[config.mk]
export PLATFORM = sky130hd
export DESIGN_NAME = m68k_region_decoder_dtack
export DESIGN_NICKNAME = d
export VERILOG_FILES = /design/src/rtl/m68k_region_decoder_dtack.sv
export SDC_FILE = /design/constraint.sdc
export NUM_CORES = 1
export LEC_CHECK = 0
export CAP_MARGIN = 20
export CORE_ASPECT_RATIO = 1.75
export CORE_MARGIN = 10
export CORE_UTILIZATION = 48
export DETAILED_ROUTE_END_ITERATION = 8
export GPL_TIMING_DRIVEN = 0
export PLACE_DENSITY = 0.87
export SYNTH_ARGS = -nofsm -noshare
export SYNTH_HDL_FRONTEND = slang
export SYNTH_SLANG_ARGS = --single-unit
[constraint.sdc]
create_clock -name Clk -period 4.4 [get_ports Clk]
set_input_delay 1.1 -clock Clk [delete_from_list [all_inputs] [get_ports Clk]]
set_output_delay 1.1 -clock Clk [all_outputs]
set_load 0.1 [all_outputs]
[src/rtl/m68k_region_decoder_dtack.sv]
// Registered 68k bus region decoder: programmable base/mask chip selects,
// per-region wait states, optional external DTACK and a bus-error watchdog.
module m68k_region_decoder_dtack #(
  parameter int NUM_REGIONS    = 4,
  parameter int ADDR_W         = 32,
  parameter int WAIT_W         = 4,
  parameter logic [NUM_REGIONS*ADDR_W-1:0] REGION_BASE =
    {32'h0800_0000, 32'h0040_0000, 32'hF000_0000, 32'h0000_0000},
  parameter logic [NUM_REGIONS*ADDR_W-1:0] REGION_MASK =
    {32'hFC00_0000, 32'hFFFF_0000, 32'hFFFC_0000, 32'hFFFF_8000},
  parameter logic [NUM_REGIONS*WAIT_W-1:0] REGION_WAIT =
    {4'd3, 4'd2, 4'd1, 4'd0},
  parameter logic [NUM_REGIONS-1:0] REGION_EXT = 4'b1100,
  parameter int TIMEOUT_CYCLES = 255
) (
  input  logic                   Clk,
  input  logic                   Reset_L,
  input  logic [ADDR_W-1:0]      Address,
  input  logic                   AS_L,
  input  logic                   ExtDtack_L,
  output logic [NUM_REGIONS-1:0] Select_H,
  output logic                   Dtack_L,
  output logic                   Berr_L,
  output logic                   Busy_H
);

  localparam int TO_W = 10;
  localparam logic [TO_W-1:0] TO_LAST = TO_W'(TIMEOUT_CYCLES - 1);

  typedef enum logic [2:0] {
    S_IDLE,
    S_WAIT,
    S_EXTWAIT,
    S_ACK,
    S_BERR
  } state_t;

  state_t                 r_state;
  state_t                 w_stateNext;
  logic [NUM_REGIONS-1:0] r_select;
  logic [NUM_REGIONS-1:0] w_selectNext;
  logic [WAIT_W-1:0]      r_waitCnt;
  logic [WAIT_W-1:0]      w_waitCntNext;
  logic [TO_W-1:0]        r_toCnt;
  logic [TO_W-1:0]        w_toCntNext;
  logic                   r_ext;
  logic                   w_extNext;

  logic                   w_hitAny;
  logic [NUM_REGIONS-1:0] w_onehot;
  logic [WAIT_W-1:0]      w_hitWait;
  logic                   w_hitExt;
  logic                   w_timeout;

  // Scanning from the top index down lets the lowest-index hit overwrite the rest.
  always_comb begin
    w_hitAny  = 1'b0;
    w_onehot  = '0;
    w_hitWait = '0;
    w_hitExt  = 1'b0;
    for (int i = NUM_REGIONS - 1; i >= 0; i--) begin
      if ((Address & REGION_MASK[i*ADDR_W +: ADDR_W]) == REGION_BASE[i*ADDR_W +: ADDR_W]) begin
        w_hitAny     = 1'b1;
        w_onehot     = '0;
        w_onehot[i]  = 1'b1;
        w_hitWait    = REGION_WAIT[i*WAIT_W +: WAIT_W];
        w_hitExt     = REGION_EXT[i];
      end
    end
  end

  assign w_timeout = (r_toCnt == TO_LAST);

  // An abort beats everything; a completed handshake beats a coinciding timeout.
  always_comb begin
    w_stateNext   = r_state;
    w_selectNext  = r_select;
    w_waitCntNext = r_waitCnt;
    w_toCntNext   = r_toCnt;
    w_extNext     = r_ext;
    case (r_state)
      S_IDLE: begin
        if (!AS_L) begin
          if (w_hitAny) begin
            w_stateNext   = S_WAIT;
            w_selectNext  = w_onehot;
            w_waitCntNext = w_hitWait;
            w_toCntNext   = '0;
            w_extNext     = w_hitExt;
          end else begin
            w_stateNext  = S_BERR;
            w_selectNext = '0;
          end
        end
      end
      S_WAIT: begin
        w_toCntNext = r_toCnt + TO_W'(1);
        if (AS_L) begin
          w_stateNext  = S_IDLE;
          w_selectNext = '0;
        end else if (r_waitCnt == '0 && !r_ext) begin
          w_stateNext = S_ACK;
        end else if (w_timeout) begin
          w_stateNext = S_BERR;
        end else if (r_waitCnt == '0) begin
          w_stateNext = S_EXTWAIT;
        end else begin
          w_waitCntNext = r_waitCnt - WAIT_W'(1);
        end
      end
      S_EXTWAIT: begin
        w_toCntNext = r_toCnt + TO_W'(1);
        if (AS_L) begin
          w_stateNext  = S_IDLE;
          w_selectNext = '0;
        end else if (!ExtDtack_L) begin
          w_stateNext = S_ACK;
        end else if (w_timeout) begin
          w_stateNext = S_BERR;
        end
      end
      S_ACK, S_BERR: begin
        if (AS_L) begin
          w_stateNext  = S_IDLE;
          w_selectNext = '0;
        end
      end
      default: begin
        w_stateNext  = S_IDLE;
        w_selectNext = '0;
      end
    endcase
  end

  always_ff @(posedge Clk or negedge Reset_L) begin
    if (!Reset_L) begin
      r_state   <= S_IDLE;
      r_select  <= '0;
      r_waitCnt <= '0;
      r_toCnt   <= '0;
      r_ext     <= 1'b0;
    end else begin
      r_state   <= w_stateNext;
      r_select  <= w_selectNext;
      r_waitCnt <= w_waitCntNext;
      r_toCnt   <= w_toCntNext;
      r_ext     <= w_extNext;
    end
  end

  assign Select_H = r_select;
  assign Dtack_L  = (r_state != S_ACK);
  assign Berr_L   = (r_state != S_BERR);
  assign Busy_H   = (r_state != S_IDLE);

endmodule

==> results.cfg <==
[power_and_ir_drop]
power_density_mw_per_mm2 = 478.2
combPwrFrac = 0.478
p_leak_nw = 0.7300
p_clk_frac = 0.161
power.internal_mw = 0.4943
swShare = 0.4464
p_total_mw = 0.8928
seq_power_share = 0.361
switchingPower_mw = 0.3985
ir_drop_v = 0.0003214

[final_layout]
antenna_cells = 0
area_growth_pct = 25.80
fill_cells = 234
layoutNonFillerInstCount = 235
multi_input_area_um2 = 887.1
layout-drive-gt1-share = 0.09845
final_core_util = 0.6306
register_area_um2 = 550.5
final_net_count = 234

[synth]
syn_area_per_cell_um2 = 9.160
netlist_instances = 162
synthTopCellsByCount = dfrtp_1, nor2_1, nand2_1
synth_ff_type = dfrtp_1
ys_seq_area_frac = 0.3710
synth_area_mm2 = 0.001484
ys_ff_latch = 22
synth_edf_count = 0
yosysWarnings = 0
synth_top_cell_area_share = 0.3710
async_reset_ff_frac = 1.000
synth_most_common_cell = dfrtp_1
ys_types = 57
synthTopCellsByArea = dfrtp_1, nor2_1, ha_1
yosysTopAreaCell = dfrtp_1
syn_nets = 202

[setup_path]
path_buf_inv = 2
critPathTopFamily = buffers and inverters
worstSetupEndpointType = output port
crit_type = flip-flop to output port
cp_slowest_cell = clkdlybuf4s50_1
critPathArrivalTime_ns = 2.46
crit_required_ns = 3.30
cp_cell_sequence = clkbuf_1, nor2_1, nand2_1, clkdlybuf4s50_1
worstSetupPathDepth = 4
worstSetupStartpointType = flip-flop
worst_r2r_path_depth = 7
critPathMaxFanout = 10
cpPeakStageDelay_ns = 1.15

[drt]
routed_via_density = 5.949
ant_nets = 0
route.detailed.drc = 0
wl_per_cell_um = 15.76
drt_iter0_markers = 38
routed_wl_mm = 3.704
firstDrtPassIters = 4
via_count = 1398

[min_path]
min_path_type = flip-flop to flip-flop
whs_path_depth = 2

[clock_network]
h-tree-depth = 1
clock_path_buffers = 2
cts_sinks = 22
worstSkewPairLatency_ns = 0.26
cts_hold_buf = 0
cts_buffers = 3
cts_resized = 0
cts_tree = built
path_clk_slew_ns = 0.08
cts-root-buf = clkbuf_8
postCtsSetupRepairBufs = 0

[run_status]
status = completed

[timing]
fin_crit_sh = 0.8102
relSlewSlack = 0.3458
drv_slew = 0
layout_min_cycle_time_ns = 3.565
skew_ns = 0.004305
rsz0062_at_grt = false
tns_ns = 0
setup_viol = 0
hold_violations = 0
setup_ws_ns = 0.8352
max_freq_ghz = 0.2805
worst_pin_slew_ns = 0.9782

[placement]
dp_hpwl_mm = 3.028
post-place-ws_ns = 1.087
dp.cells = 230
port_buffers = 26
gp_congestion = 0.8705

[global_routing]
grt_pass1_vias = 1501
grt_pass1_wl_mm = 6.375
antenna_found_initial = 0
grt_use_total = 0.1384
grt_max_degree = 23
overflow = 0

[flow_run]
cap_violations = 0

[die]
row_count = 26
pin_count = 43
die_h_um = 93.56
core_area_mm2 = 0.002960
die-area_mm2 = 0.005803
start_util = 0.5013
die_x_um = 62.03
through the flow:
stage	hold slack, ns	cell area (um2)
floorplan	0.4962	1484
global placement	0.4648	1797
detailed placement	0.4795	1797
CTS	0.4978	1852
global route	0.5372	1867
finish	0.4941	1867
cells in the final DEF (no fill, tap or decap), types with 3 or more instances in the layout:
| cell type | Yosys | final |
|---|---|---|
| clkdlybuf4s50_1 | 0 | 26 |
| dfrtp_1 | 22 | 22 |
| nor2_1 | 16 | 16 |
| nand2_1 | 12 | 12 |
| a21oi_1 | 9 | 9 |
| inv_1 | 7 | 7 |
| nor3_1 | 7 | 7 |
| or3_1 | 5 | 5 |
| nand4_1 | 5 | 5 |
| o21ai_1 | 5 | 5 |
| clkbuf_1 | 4 | 4 |
| xor2_1 | 4 | 4 |
| ha_1 | 4 | 4 |
| clkbuf_8 | 0 | 4 |
| a22o_1 | 3 | 3 |
| nand2b_1 | 3 | 3 |
| o31ai_1 | 3 | 3 |
cell families after synthesis:
group | Yosys count | synth area share
AO/OA/AOI/OAI | 44 | 0.2218
XOR/XNOR | 6 | 0.03541
adder cells (fa/ha/maj) | 4 | 0.03373
buffers and inverters | 12 | 0.03119
flip-flops | 22 | 0.3710
multiplexers | 2 | 0.01433
AND/OR/NAND/NOR | 72 | 0.2926
sequential cells by signal, indices dropped and copies added (netlist names):
| register | count |
|---|---|
| r_state | 3 |
| r_waitCnt | 4 |
| r_toCnt | 10 |
| r_ext | 1 |
| Select_H | 4 |
layout make-up:
cell class / count / share of cell area
plain buffers: 5 / 0.01072
clock buffers: 4 / 0.02949
inverters: 7 / 0.01408
multi-input cells: 128 / 0.4752
flip-flops and latches: 22 / 0.2949
well taps: 42 / 0.02815
repair buffers: 27 / 0.1475
worst paths after layout:
kind	start	endpoint	slack, ns
min reg2reg	Select_H[1]	Select_H[1]	0.49
max	r_state[0]	Berr_L	0.84
max in group asynchronous	Reset_L	r_waitCnt[3]	2.79
min	Select_H[1]	Select_H[1]	0.49
max reg2reg	r_waitCnt[0]	r_state[2]	2.27
min in group asynchronous	Reset_L	r_state[1]	1.15
power by group through the flow:
stage                     registers (mW)  logic, mW  clock network, mW
final                              0.322      0.427              0.144
after global routing               0.331      0.470              0.158
after CTS                          0.321      0.427              0.147
after detailed placement           0.326      0.424                  0
after global placement             0.317      0.405                  0
after floorplan                    0.309      0.321                  0
tightest hold or removal path: stages, from the launching register on:
cell	delay, ns
dfrtp_1	0.35
nand2_1	0.05
o31ai_1	0.06
routing by layer:
layer  GRT usage  part of all wire  vias up
li1            -                 -      673
met1      0.1341              0.37      674
met2      0.2560              0.55       41
met3     0.03659             0.054       10
met4     0.05805             0.023        0
met5           0                 0        -
Note: power is estimated with default switching activity, not from simulation.
